[src/rtl/hdmi_mon_pkg.sv]
// Shared widths, error-flag positions, CRC constants and FSM states for the HDMI timing monitor.
package hdmi_mon_pkg;

   localparam int H_W   = 13;
   localparam int V_W   = 12;
   localparam int FC_W  = 8;
   localparam int ERR_W = 3;

   localparam int ERR_LINE = 0;
   localparam int ERR_GEOM = 1;
   localparam int ERR_SAT  = 2;

   localparam logic [31:0] CRC_POLY = 32'h04C1_1DB7;
   localparam logic [31:0] CRC_INIT = 32'hFFFF_FFFF;

   typedef enum logic {
      ST_WAIT_SYNC = 1'b0,
      ST_MEASURE   = 1'b1
   } state_t;

   // One serial CRC-32 step: shift left, fold in the polynomial when the outgoing bit differs.
   function automatic logic [31:0] crc32_shift(input logic [31:0] crc, input logic bit_val);
      logic [31:0] shifted;
      shifted = {crc[30:0], 1'b0};
      return (crc[31] ^ bit_val) ? (shifted ^ CRC_POLY) : shifted;
   endfunction

endpackage

[src/rtl/hdmi_mon_crc32.sv]
// Combinational CRC-32 update absorbing one W-bit pixel MSB-first; the running value lives in the parent.
module hdmi_mon_crc32
   import hdmi_mon_pkg::*;
#(
   parameter int W = 24
) (
   input  logic [31:0]  seed,
   input  logic [W-1:0] data,
   output logic [31:0]  result
);

   always_comb begin
      result = seed;
      for (int i = W - 1; i >= 0; i--) begin
         result = crc32_shift(result, data[i]);
      end
   end

endmodule

[src/rtl/hdmi_timing_monitor.sv]
// Measures HDMI line/frame geometry per frame and flags line-width, geometry and saturation errors.
// Define HDMI_MON_CRC_EN to build the active-pixel CRC-32; otherwise FRAME_CRC reads 0.
module hdmi_timing_monitor
   import hdmi_mon_pkg::*;
#(
   parameter int C_SYNC_POL   = 1,
   parameter int C_DATA_WIDTH = 24
) (
   input  logic                    CLK,
   input  logic                    RST,
   input  logic                    EN,
   input  logic                    DE,
   input  logic                    HSYNC,
   input  logic                    VSYNC,
   input  logic [C_DATA_WIDTH-1:0] DATA,
   output logic                    FRAME_DONE,
   output logic [H_W-1:0]          H_ACTIVE,
   output logic [V_W-1:0]          V_ACTIVE,
   output logic [H_W-1:0]          H_TOTAL,
   output logic [V_W-1:0]          V_TOTAL,
   output logic [FC_W-1:0]         FRAME_CNT,
   output logic [31:0]             FRAME_CRC,
   output logic [ERR_W-1:0]        ERR,
   output state_t                  FSM_STATE
);

   localparam logic ACT = (C_SYNC_POL != 0);

   logic vs_q, hs_q, de_q;
   logic boundary, line_edge, de_rise, close_line;

   assign boundary   = (vs_q == ACT) && (VSYNC != ACT);
   assign line_edge  = (HSYNC == ACT) && (hs_q != ACT);
   assign de_rise    = DE && !de_q;
   assign close_line = line_edge || boundary;

   state_t state_q, state_n;
   logic   report;

   always_comb begin
      state_n = state_q;
      report  = 1'b0;
      case (state_q)
         ST_WAIT_SYNC: if (EN && boundary) state_n = ST_MEASURE;
         ST_MEASURE: begin
            if (!EN)           state_n = ST_WAIT_SYNC;
            else if (boundary) report  = 1'b1;
         end
         default: state_n = ST_WAIT_SYNC;
      endcase
   end

   assign FSM_STATE = state_q;

   logic [H_W-1:0] h_cnt, h_tot_w, de_cnt, h_act_w;
   logic [V_W-1:0] v_tot_w, v_act_w;
   logic           h_valid, h_act_set, line_err_w, sat_err_w, have_prev;

   logic [H_W-1:0] h_cnt_n, h_tot_n, de_cnt_n, h_act_n, h_act_eval;
   logic [V_W-1:0] v_tot_n, v_act_n;
   logic           h_valid_n, h_set_n, h_set_eval, line_err_n, line_err_eval, sat_n, sat_hit;
   logic           geom_chg;
   logic [ERR_W-1:0] err_n;

   // A line closes at the next line edge, or at the boundary for the frame's final line.
   always_comb begin
      h_act_eval    = h_act_w;
      h_set_eval    = h_act_set;
      line_err_eval = line_err_w;
      if (close_line && (de_cnt != '0)) begin
         h_set_eval = 1'b1;
         if (!h_act_set)            h_act_eval    = de_cnt;
         else if (de_cnt != h_act_w) line_err_eval = 1'b1;
      end
   end

   always_comb begin
      h_cnt_n    = h_cnt;
      h_valid_n  = h_valid;
      h_tot_n    = h_tot_w;
      v_tot_n    = v_tot_w;
      v_act_n    = v_act_w;
      de_cnt_n   = de_cnt;
      h_act_n    = h_act_eval;
      h_set_n    = h_set_eval;
      line_err_n = line_err_eval;
      sat_n      = sat_err_w;
      sat_hit    = 1'b0;
      if (boundary) begin
         // Fresh frame: only this cycle's edge/DE events belong to it.
         h_cnt_n    = H_W'(line_edge);
         h_valid_n  = line_edge;
         h_tot_n    = '0;
         v_tot_n    = V_W'(line_edge);
         v_act_n    = V_W'(de_rise);
         de_cnt_n   = H_W'(DE);
         h_act_n    = '0;
         h_set_n    = 1'b0;
         line_err_n = 1'b0;
         sat_n      = 1'b0;
      end else begin
         if (line_edge) begin
            h_valid_n = 1'b1;
            h_cnt_n   = H_W'(1);
            if (h_valid) h_tot_n = h_cnt;
            if (v_tot_w == '1) sat_hit = 1'b1;
            else               v_tot_n = v_tot_w + 1'b1;
         end else if (h_valid) begin
            if (h_cnt == '1) sat_hit = 1'b1;
            else             h_cnt_n = h_cnt + 1'b1;
         end
         if (de_rise) begin
            if (v_act_w == '1) sat_hit = 1'b1;
            else               v_act_n = v_act_w + 1'b1;
         end
         if (line_edge) begin
            de_cnt_n = H_W'(DE);
         end else if (DE) begin
            if (de_cnt == '1) sat_hit  = 1'b1;
            else              de_cnt_n = de_cnt + 1'b1;
         end
         if (sat_hit) sat_n = 1'b1;
      end
   end

   assign geom_chg = have_prev && ((h_act_eval != H_ACTIVE) || (v_act_w != V_ACTIVE) ||
                                   (h_tot_w != H_TOTAL) || (v_tot_w != V_TOTAL));

   always_comb begin
      err_n           = '0;
      err_n[ERR_LINE] = line_err_eval;
      err_n[ERR_GEOM] = geom_chg;
      err_n[ERR_SAT]  = sat_err_w;
   end

   always_ff @(posedge CLK) begin
      if (RST) begin
         vs_q       <= ~ACT;
         hs_q       <= ~ACT;
         de_q       <= 1'b0;
         state_q    <= ST_WAIT_SYNC;
         h_cnt      <= '0;
         h_valid    <= 1'b0;
         h_tot_w    <= '0;
         v_tot_w    <= '0;
         v_act_w    <= '0;
         de_cnt     <= '0;
         h_act_w    <= '0;
         h_act_set  <= 1'b0;
         line_err_w <= 1'b0;
         sat_err_w  <= 1'b0;
         have_prev  <= 1'b0;
         FRAME_DONE <= 1'b0;
         H_ACTIVE   <= '0;
         V_ACTIVE   <= '0;
         H_TOTAL    <= '0;
         V_TOTAL    <= '0;
         FRAME_CNT  <= '0;
         ERR        <= '0;
      end else begin
         vs_q       <= VSYNC;
         hs_q       <= HSYNC;
         de_q       <= DE;
         state_q    <= state_n;
         h_cnt      <= h_cnt_n;
         h_valid    <= h_valid_n;
         h_tot_w    <= h_tot_n;
         v_tot_w    <= v_tot_n;
         v_act_w    <= v_act_n;
         de_cnt     <= de_cnt_n;
         h_act_w    <= h_act_n;
         h_act_set  <= h_set_n;
         line_err_w <= line_err_n;
         sat_err_w  <= sat_n;
         FRAME_DONE <= report;
         if (state_q == ST_WAIT_SYNC) have_prev <= 1'b0;
         if (report) begin
            H_ACTIVE  <= h_act_eval;
            V_ACTIVE  <= v_act_w;
            H_TOTAL   <= h_tot_w;
            V_TOTAL   <= v_tot_w;
            FRAME_CNT <= FRAME_CNT + 1'b1;
            ERR       <= err_n;
            have_prev <= 1'b1;
         end
      end
   end

`ifdef HDMI_MON_CRC_EN
   logic [31:0] crc_w, crc_seed, crc_step, crc_rep;

   assign crc_seed = boundary ? CRC_INIT : crc_w;

   hdmi_mon_crc32 #(.W(C_DATA_WIDTH)) u_crc (
      .seed   (crc_seed),
      .data   (DATA),
      .result (crc_step)
   );

   always_ff @(posedge CLK) begin
      if (RST) begin
         crc_w   <= CRC_INIT;
         crc_rep <= '0;
      end else begin
         if (boundary || DE) crc_w <= DE ? crc_step : crc_seed;
         if (report)         crc_rep <= crc_w;
      end
   end

   assign FRAME_CRC = crc_rep;
`else
   logic unused_data;
   assign unused_data = ^DATA;
   assign FRAME_CRC   = '0;
`endif

endmodule

[config.mk]
export PLATFORM = sky130hd
export DESIGN_NAME = hdmi_timing_monitor
export DESIGN_NICKNAME = d
export VERILOG_FILES = /design/src/rtl/hdmi_mon_pkg.sv /design/src/rtl/hdmi_mon_crc32.sv /design/src/rtl/hdmi_timing_monitor.sv
export SDC_FILE = /design/constraint.sdc
export NUM_CORES = 1
export LEC_CHECK = 0
export CORE_ASPECT_RATIO = 1.25
export CORE_MARGIN = 1
export CORE_UTILIZATION = 48
export CTS_CLUSTER_SIZE = 12
export DETAILED_ROUTE_END_ITERATION = 8
export PLACE_DENSITY = 0.75
export SETUP_SLACK_MARGIN = 0.3
export SYNTH_ARGS = -nofsm -noshare
export SYNTH_HDL_FRONTEND = slang
export SYNTH_HIERARCHICAL = 1
export SYNTH_SLANG_ARGS = --single-unit
[constraint.sdc]
create_clock -name CLK -period 1.99 [get_ports CLK]
set_input_delay 0.4975 -clock CLK [delete_from_list [all_inputs] [get_ports CLK]]
set_output_delay 0.4975 -clock CLK [all_outputs]
set_load 0.05 [all_outputs]
==> results.py, run 1 <==
metrics = {
    "outcome": {
        "status": "finished, violations left",
        "violations": "negative setup slack",
    },
    "setup_path": {
        "cp.arrival_ns": 2.38,
        "r2r_cells": 8,
        "slowest_delay_ns": 0.34,
        "crit_fanout": 2,
        "endpoint_kind": "flip-flop",
        "reg2reg_slack_ns": -0.07,
        "cp-startpoint": "V_ACTIVE[5]",
        "r2r-start": "V_ACTIVE[5]",
        "crit_type": "flip-flop to flip-flop",
        "path_cells": "xor2_2 > nor4_2 > buf_4 > nand4_1 > nor4_2 > and4_1 > nand4_1 > a31o_1",
        "startpoint_type": "flip-flop",
        "cp.required_ns": 2.31,
        "cp_num_buf_inv": 1,
        "reg2reg_to": "ERR[1]",
        "crit_family": "simple AND/OR/NAND/NOR gates",
        "cpMaxStageDelayCell": "nor4_2",
    },
    "synthesis": {
        "avgSynthCellArea_um2": 8.31,
        "ys_seq_area_share_pct": 41.4,
        "synth-edff-count": 0,
        "netlist_area_um2": 7100,
        "yosys.area.top_type": "dfxtp_1",
        "yosys_warnings": 6,
        "synth_top_area_share_pct": 41.4,
        "netlist_instances": 855,
        "ys.flop_type": "dfxtp_1",
        "synth_seq_cells": 147,
        "synth_cell_types": 62,
        "async_flop_share_pct": 0,
        "ys_top_cells_by_area": "dfxtp_1 41%, nand2_1 7.0%, xor2_1 6.4%",
    },
    "die": {
        "num_rows": 49,
        "die_width_um": 111,
        "die_y_um": 138,
        "io_pins": 125,
        "core_um2": 14400,
        "start_util_pct": 49.3,
        "die-area_um2": 15300,
    },
    "routing": {
        "first_iter_violations": 615,
        "ant_nets": 0,
        "drc_errors": 0,
        "viasPerCell": 5.62,
        "wire_per_inst_um": 18.4,
        "dr.pass1.iters": 5,
        "vias": 7040,
        "routed_wl_mm": 23.0,
    },
    "placed_design": {
        "numPortBuffers": 68,
        "finalWeightedCongestion": 0.948,
        "pre_cts_ws_ns": -0.667,
        "dp_hpwl_mm": 14.5,
    },
    "final_layout": {
        "final_cell_mix": "194 x buf_4, 127 x nand2_1, 102 x dfxtp_1",
        "layout-drive-gt1-share_pct": 40.2,
        "antenna_cells": 0,
        "layout_commonest_cell": "buf_4",
        "fin_nets": 1098,
        "num-fill-cells": 955,
        "syn_to_final_growth_pct": 46.3,
        "final_util_pct": 72.1,
    },
    "power": {
        "power_density_nw_per_um2": 670,
        "peakVddDrop_uv": 682,
        "leakagePower_nw": 4.22,
    },
    "clocking": {
        "cts_tree": "yes",
        "holdBufCountCts": 0,
        "root_buffer": "clkbuf_16",
        "clk_latency_ns": 0.43,
        "clkTransAtPathRegs_ns": 0.06,
        "cts_sinks": 147,
        "cts_htree_levels": 4,
        "cts_max_path_buffers": 2,
        "numCtsBuffers": 17,
    },
    "global_routing": {
        "grt_first_pass_wirelength_mm": 32.7,
        "antenna_found_initial": 0,
        "grt_max_degree": 33,
        "track_usage_pct": 27.4,
        "grt_overflow": 0,
        "grt_pass1_vias": 6437,
    },
    "sta": {
        "setup_viol": 1,
        "max_freq_ghz": 0.484,
        "final.period_utilization_pct": 104,
        "worst_slack_ns": -0.0742,
        "finalMaxSlewViolations": 0,
        "period_needed_ns": 2.06,
        "grt_setup_unrepaired": "true",
        "hold_viol": 0,
        "clock_skew_ns": 0.00910,
    },
    "min_path": {
        "hp-start": "ERR[2]",
        "hold_class": "flip-flop to flip-flop",
        "hold_end": "ERR[2]",
        "hold_depth": 2,
    },
    "job": {
        "maxCapViolations": 0,
    },
}
## tightest hold or removal path: stages, from the launching register on
cell     delay, ns
dfxtp_1       0.31
nand2_1       0.05
a21oi_1       0.05
## worst max-delay path by stage
stage	end	slack, ns	cells after the start
after floorplan	ERR[1]	0.07	7
after global placement	ERR[1]	-0.60	9
after detailed placement	ERR[1]	-0.67	9
after CTS	ERR[1]	-0.06	8
after global routing	ERR[1]	-0.14	9
final	ERR[1]	-0.07	8
## timing repair
item | 4_1_cts | 5_1_grt
resized for setup | 113 | 95
pin swaps | 46 | 54
setup endpoints to repair | 96 | 98
setup buffers | 29 | 19
## per-stage QoR
stage	hold slack, ns	power (mW)	area (um2)	std cells	TNS [ns]
after floorplan	0.424	3.44	7330	886	0
after CTS	0.466	6.86	9830	1233	-0.0614
after global placement	0.445	3.55	8580	1173	-15.02
after global routing	0.473	7.12	10400	1252	-0.286
final	0.459	6.96	10400	1252	-0.0742
after detailed placement	0.456	3.55	8580	1173	-18.91
## registers in the layout, indices dropped and copies added, names as in the netlist, 3 cells and up
| register | flops |
|---|---|
| V_ACTIVE | 12 |
| FRAME_CNT | 8 |
| h_cnt | 13 |
| ERR | 3 |
| H_TOTAL | 13 |
| V_TOTAL | 12 |
| h_act_w | 13 |
| de_cnt | 13 |
| h_tot_w | 13 |
| H_ACTIVE | 13 |
| v_act_w | 12 |
| v_tot_w | 12 |
## synth_stat cells, types with 3 or more instances
cell,count
a211oi_1,17
dfxtp_1,147
o21ai_0,9
nor4_1,11
nand3_1,25
a22oi_1,12
nor3_1,9
buf_6,4
nand2b_1,12
xnor2_1,43
xor2_1,52
mux2i_1,3
a21oi_1,74
nor3b_1,5
buf_4,34
nand4_1,23
clkbuf_1,36
nand2_1,133
o22ai_1,3
nor2_1,94
or3_1,4
o2111a_1,4
nor2b_1,9
buf_2,11
ha_1,6
o2111ai_1,5
a222oi_1,3
inv_1,18
and3_1,4
## cell type report
type	count	area (um2)	area share (%)
multi-input combinational	632	4390	42.3
sequential	147	3020	29.0
timing repair buffer	244	2070	20.0
clock buffer	24	513	4.94
tap	178	223	2.14
clock inverter	7	95.1	0.915
inverter	20	75.1	0.723
## per-layer routing
layer  GRT usage, %  wire [um]
met1           30.9       8730
met2           49.5      11800
met3           4.41       1250
met4           15.3       1230
met5              0          0
## kinds of logic (layout without fill, tap and decap cells)
group / after synthesis / after routing / synth area share (%)
multiplexers: 3 / 3 / 0.423
buffers and inverters: 107 / 295 / 8.10
flip-flops: 147 / 147 / 41.4
adder cells (fa/ha/maj): 6 / 6 / 1.06
XOR/XNOR: 95 / 95 / 11.7
AND/OR/NAND/NOR: 350 / 350 / 23.6
other: 1 / 32 / 0.0528
AO/OA/AOI/OAI: 146 / 146 / 13.6
## power breakdown
| part | internal [mW] | switching, mW |
|---|---|---|
| Clock | 2.05 | 1.24 |
| Sequential | 2.96 | 0.0302 |
| Combinational | 0.266 | 0.418 |
| Total | 5.27 | 1.68 |
Note: power is estimated with default switching activity, not from simulation.
==> run 2, diff against run 1 <==
--- a/config.mk
+++ b/config.mk
@@ -5,12 +5,13 @@
 export SDC_FILE = /design/constraint.sdc
 export NUM_CORES = 1
 export LEC_CHECK = 0
+export ABC_AREA = 1
 export CORE_ASPECT_RATIO = 1.25
 export CORE_MARGIN = 1
 export CORE_UTILIZATION = 48
 export CTS_CLUSTER_SIZE = 12
 export DETAILED_ROUTE_END_ITERATION = 8
-export PLACE_DENSITY = 0.75
+export PLACE_DENSITY = 0.74
 export SETUP_SLACK_MARGIN = 0.3
 export SYNTH_ARGS = -nofsm -noshare
 export SYNTH_HDL_FRONTEND = slang
==> run 2 against run 1 <==
- synthesized cell count is 23% higher
- power is 10% higher
- sequential cell count stayed put
- worst setup slack better by 0.16 ns
- the flow now finishes without violations
- die area is 4.4% higher
- final area is 1.0% lower
- clock skew is 0.0012 ns lower
==> results.py, run 2 <==
metrics = {
    "outcome": {
        "status": "complete, no violations",
    },
    "synthesis": {
        "synth.most_common_cell": "nand2_1",
        "synth_top_area_share_pct": 39.7,
        "netlist_area_um2": 7420,
        "netlist_instances": 1055,
        "synthMuxAreaShare_pct": 0,
        "async_flop_share_pct": 0,
        "avgSynthCellArea_um2": 7.03,
        "synth_top_family_by_area": "simple AND/OR/NAND/NOR gates",
        "synth_seq_cells": 147,
        "yosys_warnings": 6,
        "yosys.area_share.simple_pct": 29.1,
        "yosys.area.top_type": "dfxtp_1",
        "synth_cell_types": 45,
        "synthXorXnorAreaFrac_pct": 3.90,
        "synth-edff-count": 0,
        "ys_seq_area_share_pct": 39.7,
        "synth_top_cells_by_count": "257 x nand2_1, 147 x dfxtp_1, 118 x inv_1, 110 x a21oi_1, 72 x nor2_1",
        "ys.flop_type": "dfxtp_1",
        "synth-adder-area-share_pct": 1.01,
        "ys_top_cells_by_area": "dfxtp_1 40%, nand2_1 13%, a21oi_1 7.4%",
        "synth_compound_area_share_pct": 14.3,
    },
    "die": {
        "die-area_um2": 16000,
        "num_rows": 50,
        "io_pins": 125,
        "die_y_um": 141,
        "start_util_pct": 49.4,
        "die_width_um": 113,
        "core_um2": 15000,
    },
    "final_layout": {
        "syn_to_final_growth_pct": 38.6,
        "multi_input_area_um2": 4150,
        "fin_nets": 1276,
        "fin_area_um2": 10300,
        "final_cell_mix": "241 x nand2_1, 166 x buf_4, 129 x dfxtp_1",
        "seqCellArea_um2": 2970,
        "num-fill-cells": 1169,
        "layout_commonest_cell": "nand2_1",
        "layout-drive-gt1-share_pct": 29.3,
    },
    "setup_path": {
        "crit_family": "simple AND/OR/NAND/NOR gates",
        "cp.required_ns": 2.31,
        "cpMaxStageDelayCell": "dfxtp_2",
        "endpoint_kind": "flip-flop",
        "cp.arrival_ns": 2.22,
        "crit_fanout": 4,
        "slowest_delay_ns": 0.33,
        "crit_type": "flip-flop to flip-flop",
        "cp_num_buf_inv": 3,
        "path_cells": "buf_4 > buf_6 > ha_4 > inv_4 > nor3_2 > nand2_1 > nor2_2 > nand2_1 > nor2_2 > nand4_1 > o21ai_1 > a21oi_1",
        "startpoint_type": "flip-flop",
    },
    "placed_design": {
        "dp_hpwl_mm": 13.7,
        "finalWeightedCongestion": 0.870,
        "numPortBuffers": 68,
        "placed_area_um2": 8580,
    },
    "sta": {
        "setup_viol": 0,
        "finalMaxSlewViolations": 0,
        "grt_setup_unrepaired": "true",
        "worstMarginPinSlew_ns": 0.522,
        "final.period_utilization_pct": 95.8,
        "relSlewSlack_pct": 64.9,
        "clock_skew_ns": 0.00792,
        "hold_viol": 0,
        "period_needed_ns": 1.91,
        "max_freq_ghz": 0.525,
        "hold_ws_ns": 0.376,
        "setup_tns_ns": 0,
    },
    "global_routing": {
        "grt_pass1_vias": 7174,
        "grt_first_pass_wirelength_mm": 34.6,
        "track_usage_pct": 27.7,
        "antenna_found_initial": 1,
        "grt_max_degree": 35,
        "grt_overflow": 0,
    },
    "power": {
        "peakVddDrop_uv": 590,
        "leakagePower_nw": 4.37,
        "power_density_nw_per_um2": 747,
        "power_mw": 7.67,
    },
    "clocking": {
        "root_buffer": "clkbuf_16",
        "cts_sinks": 147,
        "cts_htree_levels": 4,
        "clkTransAtPathRegs_ns": 0.06,
        "cts_max_path_buffers": 2,
        "clk_latency_ns": 0.43,
        "holdBufCountCts": 0,
        "cts_tree": "yes",
        "numCtsBuffers": 17,
    },
    "routing": {
        "drc_errors": 0,
        "routed_wl_mm": 22.1,
        "wire_per_inst_um": 15.4,
        "first_iter_violations": 495,
        "viasPerCell": 5.33,
        "dr.pass1.iters": 6,
        "ant_nets": 0,
        "vias": 7641,
    },
    "min_path": {
        "hold_class": "input port to flip-flop",
    },
    "job": {
        "maxCapViolations": 0,
    },
}
## run 2: changes by cell type after synthesis, sizes merged, moves of 17 or more
cell,change
a21oi,+37
inv,+105
nand2,+139
nand3,+26
nor3,+17
o21ai,+58
xnor2,-21
xor2,-41
## run 2: metal layers
metal	global-route usage (%)	part of all wire, %
met1	31.8	40
met2	47.6	50
met3	6.28	5.8
met4	14.8	4.2
met5	0	0
## run 2: cell families (layout without fill, tap and decap cells)
| kind of cell | count (synthesis) | count (layout) |
|---|---|---|
| AO/OA/AOI/OAI | 201 | 201 |
| buffers and inverters | 193 | 357 |
| XOR/XNOR | 33 | 33 |
| flip-flops | 147 | 147 |
| AND/OR/NAND/NOR | 474 | 475 |
| other | 1 | 33 |
| adder cells (fa/ha/maj) | 6 | 6 |
## run 2: final timing paths
path,cells after the start,to,start,slack (ns)
max,12,de_cnt[10],de_cnt[0],0.08
min,3,FSM_STATE,EN,0.38
max reg2reg,12,de_cnt[10],de_cnt[0],0.08
min reg2reg,1,FRAME_CNT[7],FRAME_CNT[7],0.46
## run 2: through the flow
step	util, %	worst slack (ns)	instances
4_1_cts	65.8	0.131	1418
5_1_grt	68.5	-0.0340	1433
3_3_place_gp	57.2	-0.390	1355
3_5_place_dp	57.2	-0.410	1355
2_1_floorplan	-	0.201	1086
6_report	68.5	0.0845	1434
## run 2: what timing repair did
action                     CTS  global route
setup endpoints to repair   90           133
gates cloned                 7             0
pin swaps                   37            20
gates resized for setup     84            92
buffers inserted            26            15
## run 2: report_power, final
part | switching (mW) | leakage (nW) | internal [mW]
combinational | 0.670 | 2.87 | 0.429
clock | 1.26 | 0.305 | 2.28
sequential | 0.0447 | 1.20 | 2.99
total | 1.98 | 4.37 | 5.70
## run 2: cell type report
class                           instances  share of cell area [%]
Sequential cell                       147                    28.9
Antenna cell                            1                  0.0243
Clock buffer                           21                    4.48
Clock inverter                          9                    1.74
Multi-Input combinational cell        747                    40.3
Inverter                              126                    4.86
Tap cell                              182                    2.22
Timing Repair Buffer                  201                    17.4
## run 2: tightest hold or removal path, cell delays in order
cell and delay [ns]:
dlymetal6s2s_1 0.13, o21ai_0 0.08, nor2_1 0.04
